`src/rtl/serial_adder_pkg.sv`:
```
// Shared types and elaboration helpers for the digit-serial adder/subtractor.
package serial_adder_pkg;

    // Operation sequencing states.
    typedef enum logic [1:0] {
        IDLE = 2'd0,
        RUN  = 2'd1,
        DONE = 2'd2
    } state_t;

    // Number of digit cycles per operation; returns 0 when digit does not
    // divide width so the caller can reject the configuration at elaboration.
    function automatic int calc_ndig(input int width, input int digit);
        if ((digit > 0) && ((width % digit) == 0)) begin
            return width / digit;
        end else begin
            return 0;
        end
    endfunction

endpackage

```
`src/rtl/serial_add_digit.sv`:
```
// Combinational DIGIT-wide adder slice. Also exposes the carry into the top
// bit of the slice so the caller can derive signed overflow on the last digit.
module serial_add_digit #(
    parameter int DIGIT = 8
) (
    input  logic [DIGIT-1:0] a_d,
    input  logic [DIGIT-1:0] b_d,
    input  logic             c_in,
    output logic [DIGIT-1:0] d,
    output logic             c_out,
    output logic             c_msb
);

    logic [1:0] top_s;

    generate
        if (DIGIT > 1) begin : g_multi
            logic [DIGIT-1:0] low_s;

            assign low_s = {1'b0, a_d[DIGIT-2:0]}
                         + {1'b0, b_d[DIGIT-2:0]}
                         + {{(DIGIT-1){1'b0}}, c_in};
            assign c_msb = low_s[DIGIT-1];
            assign top_s = {1'b0, a_d[DIGIT-1]} + {1'b0, b_d[DIGIT-1]} + {1'b0, c_msb};
            assign d     = {top_s[0], low_s[DIGIT-2:0]};
        end else begin : g_single
            // A one-bit slice: the carry into its only bit is the incoming carry.
            assign c_msb = c_in;
            assign top_s = {1'b0, a_d[0]} + {1'b0, b_d[0]} + {1'b0, c_in};
            assign d     = top_s[0];
        end
    endgenerate

    assign c_out = top_s[1];

endmodule

```
`src/rtl/serial_adder_hs.sv`:
```
// Digit-serial adder/subtractor with valid/ready handshakes. Processes DIGIT
// bits per clock, LSB digit first; result is held until the next one loads.
module serial_adder_hs
    import serial_adder_pkg::*;
#(
    parameter int WIDTH = 32,
    parameter int DIGIT = 8
) (
    input  logic             clock,
    input  logic             reset_n,
    input  logic             in_valid,
    output logic             in_ready,
    input  logic [WIDTH-1:0] a,
    input  logic [WIDTH-1:0] b,
    input  logic             cin,
    input  logic             sub,
    output logic             out_valid,
    input  logic             out_ready,
    output logic [WIDTH-1:0] sum,
    output logic             carry,
    output logic             overflow
);

    localparam int NDIG = calc_ndig(WIDTH, DIGIT);
    localparam int CW   = (NDIG > 1) ? $clog2(NDIG) : 1;
    localparam logic [CW-1:0] LAST = CW'(NDIG - 1);

    generate
        if (NDIG == 0) begin : g_bad_digit
            $error("serial_adder_hs: DIGIT must divide WIDTH");
        end
    endgenerate

    state_t           state_r;
    state_t           state_nx_s;
    logic [WIDTH-1:0] a_r;
    logic [WIDTH-1:0] b_r;
    logic [WIDTH-1:0] s_r;
    logic             c_r;
    logic [CW-1:0]    cnt_r;
    logic             in_ready_r;
    logic             out_valid_r;
    logic [WIDTH-1:0] sum_r;
    logic             carry_r;
    logic             overflow_r;

    logic [DIGIT-1:0] dig_d_s;
    logic             dig_c_s;
    logic             dig_msb_s;
    logic [WIDTH-1:0] s_nx_s;
    logic             last_s;
    logic             accept_s;

    serial_add_digit #(.DIGIT(DIGIT)) u_digit (
        .a_d   (a_r[DIGIT-1:0]),
        .b_d   (b_r[DIGIT-1:0]),
        .c_in  (c_r),
        .d     (dig_d_s),
        .c_out (dig_c_s),
        .c_msb (dig_msb_s)
    );

    // New digit enters at the top; after NDIG shifts s_r holds the full sum.
    assign s_nx_s   = (s_r >> DIGIT) | (WIDTH'(dig_d_s) << (WIDTH - DIGIT));
    assign last_s   = (cnt_r == LAST);
    assign accept_s = in_valid && in_ready_r;

    // Next-state logic for the IDLE/RUN/DONE sequencer.
    always_comb begin
        state_nx_s = state_r;
        case (state_r)
            IDLE: begin
                if (accept_s) begin
                    state_nx_s = RUN;
                end else begin
                    state_nx_s = IDLE;
                end
            end
            RUN: begin
                if (last_s) begin
                    state_nx_s = DONE;
                end else begin
                    state_nx_s = RUN;
                end
            end
            DONE: begin
                if (out_ready) begin
                    state_nx_s = IDLE;
                end else begin
                    state_nx_s = DONE;
                end
            end
            default: begin
                state_nx_s = IDLE;
            end
        endcase
    end

    // State register and registered handshake flags derived from next state.
    always_ff @(posedge clock or negedge reset_n) begin
        if (!reset_n) begin
            state_r     <= IDLE;
            in_ready_r  <= 1'b1;
            out_valid_r <= 1'b0;
        end else begin
            state_r     <= state_nx_s;
            in_ready_r  <= (state_nx_s == IDLE);
            out_valid_r <= (state_nx_s == DONE);
        end
    end

    // Operand capture, digit shifting and result load on the final digit.
    always_ff @(posedge clock or negedge reset_n) begin
        if (!reset_n) begin
            a_r        <= {WIDTH{1'b0}};
            b_r        <= {WIDTH{1'b0}};
            s_r        <= {WIDTH{1'b0}};
            c_r        <= 1'b0;
            cnt_r      <= {CW{1'b0}};
            sum_r      <= {WIDTH{1'b0}};
            carry_r    <= 1'b0;
            overflow_r <= 1'b0;
        end else begin
            case (state_r)
                IDLE: begin
                    if (accept_s) begin
                        // Subtraction is a + ~b + 1; cin acts as a borrow-in.
                        a_r   <= a;
                        b_r   <= sub ? ~b : b;
                        c_r   <= cin ^ sub;
                        cnt_r <= {CW{1'b0}};
                    end
                end
                RUN: begin
                    a_r   <= a_r >> DIGIT;
                    b_r   <= b_r >> DIGIT;
                    s_r   <= s_nx_s;
                    c_r   <= dig_c_s;
                    cnt_r <= cnt_r + CW'(1);
                    if (last_s) begin
                        sum_r      <= s_nx_s;
                        carry_r    <= dig_c_s;
                        overflow_r <= dig_c_s ^ dig_msb_s;
                    end
                end
                DONE: begin
                    cnt_r <= {CW{1'b0}};
                end
                default: begin
                    cnt_r <= {CW{1'b0}};
                end
            endcase
        end
    end

    assign in_ready  = in_ready_r;
    assign out_valid = out_valid_r;
    assign sum       = sum_r;
    assign carry     = carry_r;
    assign overflow  = overflow_r;

endmodule

```
`config.mk`:
```
export PLATFORM = sky130hd
export DESIGN_NAME = serial_adder_hs
export DESIGN_NICKNAME = d
export VERILOG_FILES = /design/src/rtl/serial_adder_pkg.sv /design/src/rtl/serial_add_digit.sv /design/src/rtl/serial_adder_hs.sv
export SDC_FILE = /design/constraint.sdc
export NUM_CORES = 1
export LEC_CHECK = 0
export CAP_MARGIN = 20
export CORE_MARGIN = 10
export CORE_UTILIZATION = 62
export CTS_CLUSTER_SIZE = 12
export DETAILED_ROUTE_END_ITERATION = 8
export DONT_BUFFER_PORTS = 1
export PLACE_DENSITY_LB_ADDON = 0.08
export SLEW_MARGIN = 20
export SYNTH_ARGS = -nofsm -noshare
export SYNTH_HDL_FRONTEND = slang
export SYNTH_SLANG_ARGS = --single-unit
```
`constraint.sdc`:
```
create_clock -name clock -period 5.1 [get_ports clock]
set_input_delay 0.765 -clock clock [delete_from_list [all_inputs] [get_ports clock]]
set_output_delay 0.765 -clock clock [all_outputs]
set_load 0.005 [all_outputs]
```
==> results.yml <==
run_status:
  run_status: "completed"
placement:
  hpwl_um: 7440
  place.port_buffers: 0
  routabilityCongestion: 0.762
drt:
  drt_iter0_drc: 278
  wirelength_um: 11300
  vias_per_cell: 5.64
  vias: 3742
  ant_nets: 0
  drc_errors: 0
  drtPass1Iterations: 4
  wl_per_cell_um: 17.0
cells_and_area:
  layout.cells.most_common_list: "nand2_1, dfrtp_1, nor2_1, xnor2_1"
  final_nets: 619
  regArea_um2: 3230
  post-route-util_pct: 69.5
  diodes: 0
  synthToLayoutAreaGrowth_pct: 9.45
  drive_above_1_share_pct: 12.0
  multi_input_area_um2: 2390
  layout_commonest_cell: "nand2_1"
  fillers: 698
synthesis:
  synth_edf_count: 0
  ys_warn_count: 0
  synth_ff_type: "dfrtp_1"
  ys_top_cells_by_area: "dfrtp_1, nand2_1, mux2_4"
  yosysUniqueCellTypes: 40
  syn_area_um2: 5840
  avgSynthCellArea_um2: 10.5
  syn_inst: 555
  async_reset_ff_share_pct: 100
  ys_ff_latch: 129
  synthDominantCellAreaShare_pct: 54.9
  ys_seq_area_share_pct: 55.3
  synth_nets: 635
  synth_top_cell_by_area: "dfrtp_1"
floorplan:
  fp.coreArea_um2: 9200
  io_pins: 106
  start_util_pct: 63.5
  die_h_um: 117
  dieArea_um2: 13700
  rows: 35
  die_w_um: 117
pwr:
  leakage_nw: 3.03
  peakVddDrop_mv: 0.311
  p_per_area_nw_per_um2: 712
  combPwrFrac_pct: 33.8
  switchingPower_mw: 1.65
  internal_power_mw: 2.90
  seqPwrFrac_pct: 40.6
  p_sw_share_pct: 36.3
  pwr-share-clk_pct: 25.6
timing:
  max_freq_ghz: 0.374
  fin_crit_sh_pct: 52.5
  setup_viol: 0
  max-slew-margin-rel_pct: 29.2
  worstMarginPinSlew_ps: 1060
  holdWs_ps: 89.0
  min_period_ps: 2680
  rsz0062_at_grt: "no"
  setup_tns_ps: 0
  report.final.slew_viol_count: 0
  hold_violations: 0
  fin_worst_skew_ps: 14.4
critical_path:
  crit_type: "flop to flop"
  rrSetupSlack_ps: 2420
  cp-end-kind: "flop"
  cp_max_fo: 44
  arrival_ps: 3060
  cp.required_ps: 5490
  critPathLaunchType: "flop"
global_routing:
  overflow: 0
  grt_usage_pct: 17.2
  antenna_found_initial: 0
  grt_pass1_wl_um: 18500
  grt_max_degree: 129
  grt_pass1_vias: 3691
clock_tree:
  cts-root-buf: "clkbuf_8"
  post_cts_buffers: 0
  cts_tree: "built"
  cts.sinks: 129
  clockBufferDepth: 2
  post_cts_resize_count: 0
  cts_buffers: 17
  htree_levels: 4
  clock_latency_ps: 520
  cts.clk_slew.worst_paths_ps: 60
job:
  cap_violations: 0
worst_hold_path:
  hold_path_class: "primary input to async pin"
power by group through the flow:
| stage | Sequential, mW | Clock (mW) | Combinational [mW] |
|---|---|---|---|
| CTS | 1.86 | 1.18 | 1.56 |
| floorplan | 1.74 | 0 | 1.38 |
| global route | 1.91 | 1.23 | 1.78 |
| detailed placement | 1.87 | 0 | 1.53 |
| global placement | 1.86 | 0 | 1.48 |
| finish | 1.85 | 1.16 | 1.54 |
path summary, 6_finish.rpt:
| check | start | endpoint | depth (start not counted) |
|---|---|---|---|
| hold / removal | reset_n | in_ready | 0 |
| setup / recovery | state_r[0] | sum[28] | 3 |
| hold reg to reg | s_r[9] | s_r[9] | 2 |
| min in group clock | a[24] | a_r[24] | 2 |
| max in group asynchronous | reset_n | b_r[8] | 1 |
| setup reg to reg | state_r[0] | sum[28] | 3 |
sequential cells by signal, indices dropped and copies added (netlist names), 2 cells and up:
| name | count |
|---|---|
| cnt_r | 2 |
| b_r | 32 |
| sum | 32 |
| state_r | 2 |
| a_r | 32 |
| s_r | 24 |
routing by layer:
layer,vias to the layer above,global-route usage (%),routed length [um]
li1,1840,-,-
met1,1785,23.0,4990
met2,104,25.0,5290
met3,13,5.66,828
met4,0,7.17,165
met5,-,0,0
Yosys cell counts (2+ instances only):
master	count
xor2_1	3
xnor2_1	34
nand2_1	140
mux2_4	20
ha_1	7
clkbuf_1	8
o31ai_1	2
a31oi_1	24
a221o_1	24
mux2_2	4
fa_1	3
mux2_1	2
o21a_1	3
nand3_1	16
inv_1	5
a21oi_1	6
buf_2	22
buf_6	5
buf_4	3
o21ai_0	16
dfrtp_1	128
o21ai_1	8
nor2_1	55
final cells by class:
| class | count | share of cell area [%] |
|---|---|---|
| Sequential cell | 129 | 50.5 |
| Tap cell | 111 | 2.17 |
| Inverter | 5 | 0.294 |
| Timing Repair Buffer | 3 | 0.666 |
| Multi-Input combinational cell | 383 | 37.3 |
| Clock inverter | 14 | 2.43 |
| Clock buffer | 18 | 6.54 |
critical path, cell delays in order (launching register included):
cell,delay (ps)
dfrtp_1,560
nor2b_4,930
nand2_4,570
mux2_1,470
per-stage QoR:
| stage | power (mW) | instance area (um^2) | cells | setup slack (ps) |
|---|---|---|---|---|
| final | 4.55 | 6390 | 663 | 2420 |
| after global routing | 4.91 | 6390 | 663 | 2200 |
| after CTS | 4.59 | 6390 | 663 | 2400 |
| after detailed placement | 3.40 | 5790 | 630 | 2410 |
| after global placement | 3.34 | 5790 | 630 | 2470 |
| after floorplan | 3.12 | 5840 | 555 | 3040 |
cells by family after synthesis:
family	synth area share [%]
AO/OA/AOI/OAI	10.7
XOR/XNOR	5.55
adder cells (fa/ha/maj)	2.53
buffers and inverters	4.07
flip-flops	55.3
multiplexers	6.47
AND/OR/NAND/NOR	15.3
timing repair:
| item | 4_1_cts | 5_1_grt |
|---|---|---|
| hold buffers | 1 | 0 |
| setup endpoints to repair | 0 | 0 |
| endpoints found under the hold margin | 128 | 0 |
Note: power is estimated with default switching activity, not from simulation.
